<file path="config.mk">
export PLATFORM = sky130hd
export DESIGN_NAME = tone_seq_dds
export DESIGN_NICKNAME = d
export VERILOG_FILES = /design/src/rtl/tone_seq_dds.sv
export SDC_FILE = /design/constraint.sdc
export NUM_CORES = 1
export LEC_CHECK = 0
export ABC_AREA = 1
export CAP_MARGIN = 5
export CORE_ASPECT_RATIO = 1.2
export CORE_MARGIN = 2
export CORE_UTILIZATION = 55
export DETAILED_ROUTE_END_ITERATION = 16
export GPL_ROUTABILITY_DRIVEN = 0
export HOLD_SLACK_MARGIN = 0.15
export PLACE_DENSITY = 0.93
export SLEW_MARGIN = 20
export SYNTH_ARGS = -nofsm -noshare
export SYNTH_HDL_FRONTEND = slang
export SYNTH_SLANG_ARGS = --single-unit
</file>
<file path="constraint.sdc">
create_clock -name clk_i -period 3.84 [get_ports clk_i]
set_input_delay 0.576 -clock clk_i [delete_from_list [all_inputs] [get_ports clk_i]]
set_output_delay 0.576 -clock clk_i [all_outputs]
set_load 0.1 [all_outputs]
</file>
<file path="src/rtl/tone_seq_dds.sv">
// rtl/tone_seq_dds.sv - multi-tone DDS sequencer driving a sine ROM and an 8-bit DAC
module tone_seq_dds #(
    parameter int PHASE_W = 24,
    parameter int ADDR_W  = 10,
    parameter int DATA_W  = 8,
    parameter int N_TONES = 3,
    parameter int DUR_W   = 25,
    localparam int IDX_W  = (N_TONES > 1) ? $clog2(N_TONES) : 1
) (
    input  logic                       clk_i,
    input  logic                       rst_i,
    input  logic                       start_i,
    input  logic [N_TONES*PHASE_W-1:0] tune_words_i,
    input  logic [DUR_W-1:0]           duration_i,
    input  logic [1:0]                 atten_i,
    output logic [ADDR_W-1:0]          rom_addr_o,
    input  logic [DATA_W-1:0]          rom_q_i,
    output logic [DATA_W-1:0]          sample_out_o,
    output logic                       sample_valid_o,
    output logic                       busy_o,
    output logic                       done_o,
    output logic [IDX_W-1:0]           tone_idx_o
);

    typedef enum logic [1:0] {
        S_IDLE,
        S_PLAY,
        S_FINISH
    } state_t;

    localparam logic [DATA_W-1:0] MID      = {1'b1, {(DATA_W-1){1'b0}}};
    localparam logic [DATA_W:0]   MID_X    = {2'b01, {(DATA_W-1){1'b0}}};
    localparam logic [IDX_W-1:0]  LAST_IDX = IDX_W'(N_TONES - 1);

    state_t              state_q;
    logic [PHASE_W-1:0]  phase_q;
    logic [DUR_W-1:0]    cnt_q;
    logic [DUR_W-1:0]    dur_m1_q;
    logic [1:0]          atten_q;
    logic [IDX_W-1:0]    tone_idx_q;
    logic [ADDR_W-1:0]   rom_addr_q;
    logic                busy_q;
    logic                done_q;
    logic                vld1_q;
    logic                rest1_q;
    logic [DATA_W-1:0]   sample_q;
    logic                sample_vld_q;

    logic [PHASE_W-1:0]       tune_arr [N_TONES];
    logic [PHASE_W-1:0]       tune_cur;
    logic [PHASE_W-1:0]       phase_d;
    logic [DUR_W-1:0]         dur_m1_d;
    logic                     rest_d;
    logic signed [DATA_W:0]   diff;
    logic signed [DATA_W-1:0] shifted;
    logic [DATA_W-1:0]        sample_d;

    for (genvar i = 0; i < N_TONES; i++) begin : g_tune
        assign tune_arr[i] = tune_words_i[i*PHASE_W +: PHASE_W];
    end

    always_comb begin
        tune_cur = tune_arr[tone_idx_q];
        phase_d  = phase_q + tune_cur;
        dur_m1_d = (duration_i == '0) ? '0 : duration_i - DUR_W'(1);
        rest_d   = (tune_cur == '0);
        // Recentre the offset-binary ROM word so the shift attenuates around midscale
        diff     = $signed({1'b0, rom_q_i} - MID_X);
        shifted  = DATA_W'(diff >>> atten_q);
        sample_d = MID;
        if (vld1_q && !rest1_q) begin
            sample_d = MID + $unsigned(shifted);
        end
    end

    always_ff @(posedge clk_i or posedge rst_i) begin
        if (rst_i) begin
            state_q      <= S_IDLE;
            phase_q      <= '0;
            cnt_q        <= '0;
            dur_m1_q     <= '0;
            atten_q      <= '0;
            tone_idx_q   <= '0;
            rom_addr_q   <= '0;
            busy_q       <= 1'b0;
            done_q       <= 1'b0;
            vld1_q       <= 1'b0;
            rest1_q      <= 1'b0;
            sample_q     <= MID;
            sample_vld_q <= 1'b0;
        end else begin
            done_q       <= 1'b0;
            vld1_q       <= busy_q;
            rest1_q      <= busy_q && rest_d;
            sample_vld_q <= vld1_q;
            sample_q     <= sample_d;
            case (state_q)
                S_IDLE: begin
                    if (start_i) begin
                        state_q    <= S_PLAY;
                        phase_q    <= '0;
                        rom_addr_q <= '0;
                        tone_idx_q <= '0;
                        cnt_q      <= dur_m1_d;
                        dur_m1_q   <= dur_m1_d;
                        atten_q    <= atten_i;
                        busy_q     <= 1'b1;
                    end
                end
                S_PLAY: begin
                    if (cnt_q == '0) begin
                        if (tone_idx_q == LAST_IDX) begin
                            state_q <= S_FINISH;
                            busy_q  <= 1'b0;
                            done_q  <= 1'b1;
                        end else begin
                            // Next tone starts on the following cycle from phase 0
                            tone_idx_q <= tone_idx_q + IDX_W'(1);
                            phase_q    <= '0;
                            rom_addr_q <= '0;
                            cnt_q      <= dur_m1_q;
                        end
                    end else begin
                        cnt_q      <= cnt_q - DUR_W'(1);
                        phase_q    <= phase_d;
                        rom_addr_q <= phase_d[PHASE_W-1 -: ADDR_W];
                    end
                end
                S_FINISH: begin
                    state_q <= S_IDLE;
                end
                default: begin
                    state_q <= S_IDLE;
                    busy_q  <= 1'b0;
                end
            endcase
        end
    end

    assign rom_addr_o     = rom_addr_q;
    assign sample_out_o   = sample_q;
    assign sample_valid_o = sample_vld_q;
    assign busy_o         = busy_q;
    assign done_o         = done_q;
    assign tone_idx_o     = tone_idx_q;

endmodule

</file>
==> run_results.csv <==
group,metric,value,unit
status,outcome,"finished, final reports clean",
clock_network,post_cts_buffers,0,
power_and_ir_drop,power_frac_seq,27.9,%
worst_setup_path,required,4.04,ns
worst_setup_path,path_max_fanout,49,
clock_network,cts_buffers,9,
sta,period_minus_slack,3.11,ns
worst_setup_path,critPathSlowestCell,"nand3_4",
power_and_ir_drop,pwr-share-comb,51.4,%
power_and_ir_drop,sw_frac_of_total,44.8,%
worst_setup_path,cpPeakStageDelay,0.56,ns
route,routed_wl,23900,µm
die,start_util,55.7,%
global_route,grt_max_degree,70,
finish,mostFrequentLayoutCells,"419 x nand2_1, 148 x nor2_1, 145 x inv_1",
global_route,first_global_vias,8689,
sta,max_slew_margin,32.4,%
logic_synthesis,syn-instance-count,1274,
clock_network,post_cts_resized,0,
route,ant_nets,0,
worst_setup_path,crit_type,"flip-flop to flip-flop",
die,io_pins,133,
power_and_ir_drop,p_leak,4.80,nW
power_and_ir_drop,power.switching,1.98,mW
worst_setup_path,crit_top_cell,"nand2_4",
sta,drv_slew,0,
die,coreArea,0.0142,mm²
clock_network,clk_pin_slew,0.07,ns
logic_synthesis,syn_nets,1411,
die,die_area,0.0154,mm²
finish,layout_commonest_cell,"nand2_1",
logic_synthesis,ys_async_sr_fraction,100,%
flow_run,cap_violations,0,
sta,timing.final.crit_share,81.1,%
die,die_width,114,µm
sta,final_hold_viol_count,0,
sta,worst_clock_skew,0.00799,ns
route,dr.pass1.iters,7,
placed_design,post-dp-hpwl,17400,µm
logic_synthesis,ys_dominant_reg_cell,"dfrtp_1",
sta,tightest_slew,1.01,ns
power_and_ir_drop,p_clk_share,20.7,%
die,rows,48,
finish,area_delta_synth_final,20.9,%
route,vias,8964,
worst_setup_path,cp.arrival,3.31,ns
global_route,overflow,0,
placed_design,dpl_worst_slack,0.774,ns
route,wl_per_cell,15.3,µm
route,drc_errors,0,
logic_synthesis,syn_area,0.00792,mm²
worst_hold_path,hp-class,"flip-flop to flip-flop",
logic_synthesis,ys_warn_count,0,
clock_network,cts_buffer_depth,2,
route,drt-initial-drc-count,767,
logic_synthesis,avgSynthCellArea,6.22,µm²
clock_network,cts-hold-fix-buffers,0,
sta,worst_slack,0.725,ns
clock_network,cts_tree,"done",
finish,drive_gt1_share,4.05,%
logic_synthesis,synth-edff-count,0,
sta,timing.fmax,0.321,GHz
clock_network,root_buffer,"clkbuf_16",
logic_synthesis,ys_types,40,
sta,setup-violations-final,0,
power_and_ir_drop,powerDensity,461,mW/mm²
clock_network,clkLatencyLatePin,0.35,ns
clock_network,cts.sinks,93,
finish,layout.nets,1514,
placed_design,io_buffers,132,
die,dieHeight,135,µm
worst_setup_path,end_kind,"flip-flop",
worst_setup_path,start_kind,"flip-flop",
global_route,grt_pass1_wl,39200,µm
power_and_ir_drop,peakVddDrop,0.253,mV
logic_synthesis,synth-seq-area-share,29.4,%
global_route,gr-usage-all-layers,31.5,%
route,via_per_inst,5.75,
sta,tns,0,ns
finish,fillers,1183,
clock_network,htree_levels,3,
power_and_ir_drop,internal_power,2.44,mW
logic_synthesis,synth.ff_latch_count,93,
worst_setup_path,worstPathCellList,"inv_1 > ha_1 > nand2_2 > nor2_4 > nand2_4 > clkinv_4 > nand2_4 > nand2_8 > nand3_4 > nand3_1 > o21ai_0",
global_route,antenna_found_initial,1,
sta,rsz0062_at_grt,"no",
area by class of cell:
class                           count  area [µm²]  area share, %
Multi-Input combinational cell    981        4760           49.7
Sequential cell                    93        2330           24.3
Timing Repair Buffer              140        1390           14.6
Inverter                          152         578           6.04
Clock buffer                       11         233           2.43
Tap cell                          175         219           2.29
Clock inverter                      5        58.8          0.614
Antenna cell                        1        2.50         0.0261
power by group through the flow:
stage	Combinational, mW	Clock (mW)	Sequential [mW]
after floorplan	1.78	0	1.21
after global placement	2.17	0	1.25
after detailed placement	2.22	0	1.25
after CTS	2.24	0.912	1.23
after global routing	2.50	0.949	1.25
final	2.27	0.913	1.23
state kept, by name (all words and copies together) (netlist names):
register / cells
cnt_q: 25
tone_idx_o: 2
state_q: 2
rest1_q: 1
atten_q: 2
sample_valid_o: 1
sample_out_o: 8
phase_q: 24
done_o: 1
busy_o: 1
vld1_q: 1
dur_m1_q: 25
synthesized netlist by cell type (2+ instances only):
library cell | instances | area share (%)
o21a_1 | 3 | 0.28
buf_6 | 2 | 0.28
o32ai_1 | 2 | 0.22
clkbuf_1 | 19 | 0.90
o22ai_1 | 2 | 0.16
nor2_2 | 2 | 0.16
nand2_2 | 2 | 0.16
xor2_1 | 11 | 1.2
o22ai_2 | 7 | 1.1
o21ai_0 | 98 | 6.2
buf_4 | 11 | 1.0
nor2_1 | 148 | 7.0
nand2_4 | 2 | 0.28
nand2_1 | 420 | 20
nor2_4 | 2 | 0.28
nor3_1 | 8 | 0.51
nand3_1 | 133 | 8.4
nand4_1 | 58 | 4.6
a21oi_1 | 15 | 0.95
inv_2 | 4 | 0.19
nand3b_1 | 10 | 0.95
buf_2 | 16 | 1.0
o21bai_1 | 5 | 0.47
and3_1 | 2 | 0.16
dfrtp_1 | 92 | 29
inv_1 | 146 | 6.9
ha_1 | 26 | 4.1
xnor2_1 | 6 | 0.66
mux2i_1 | 2 | 0.25
or2_2 | 8 | 0.63
a32oi_1 | 3 | 0.33
through the flow:
step | power, mW | cell area, µm² | utilization (%) | hold slack (ns) | cells
after global routing | 4.70 | 9580 | 67.3 | 0.410 | 1558
after global placement | 3.41 | 9280 | 65.2 | 0.356 | 1541
final | 4.42 | 9580 | 67.3 | 0.405 | 1558
after floorplan | 2.99 | 7920 | - | 0.354 | 1274
after CTS | 4.39 | 9580 | 67.3 | 0.401 | 1557
after detailed placement | 3.48 | 9280 | 65.2 | 0.379 | 1541
critical path, delay by kind of cell, from the launching register on:
kind | cells | cell delay, ns
DFF | 1 | 0.40
buffers and inverters | 2 | 0.27
and+or+nand+nor | 7 | 1.89
AOI/OAI and AO/OA | 1 | 0.13
adders and majority gates | 1 | 0.25
per-layer routing:
layer	share of wire (%)	global-route usage [%]
met1	37	34.3
met4	5.6	20.3
met2	49	56.5
met3	8.5	5.01
met5	0	0
worst paths after layout:
kind	endpoint	cells after the start	start	slack (ns)
worst max-delay path	cnt_q[15]	11	cnt_q[0]	0.73
worst min-delay path	sample_valid_o	0	vld1_q	0.41
max in group asynchronous	cnt_q[20]	3	rst_i	2.41
min in group asynchronous	sample_out_o[2]	2	rst_i	0.75
worst min register to register	sample_valid_o	0	vld1_q	0.41
worst max register to register	cnt_q[15]	11	cnt_q[0]	0.73
cells by family after synthesis:
| group | Yosys count | share of synthesized area, % |
|---|---|---|
| xor+xnor | 17 | 1.88 |
| fa+ha+maj | 27 | 4.36 |
| compound gates | 135 | 9.71 |
| simple gates | 800 | 43.9 |
| buf+inv | 200 | 10.5 |
| mux | 2 | 0.253 |
| flops | 93 | 29.4 |
Power figures use the tool's default switching activity.
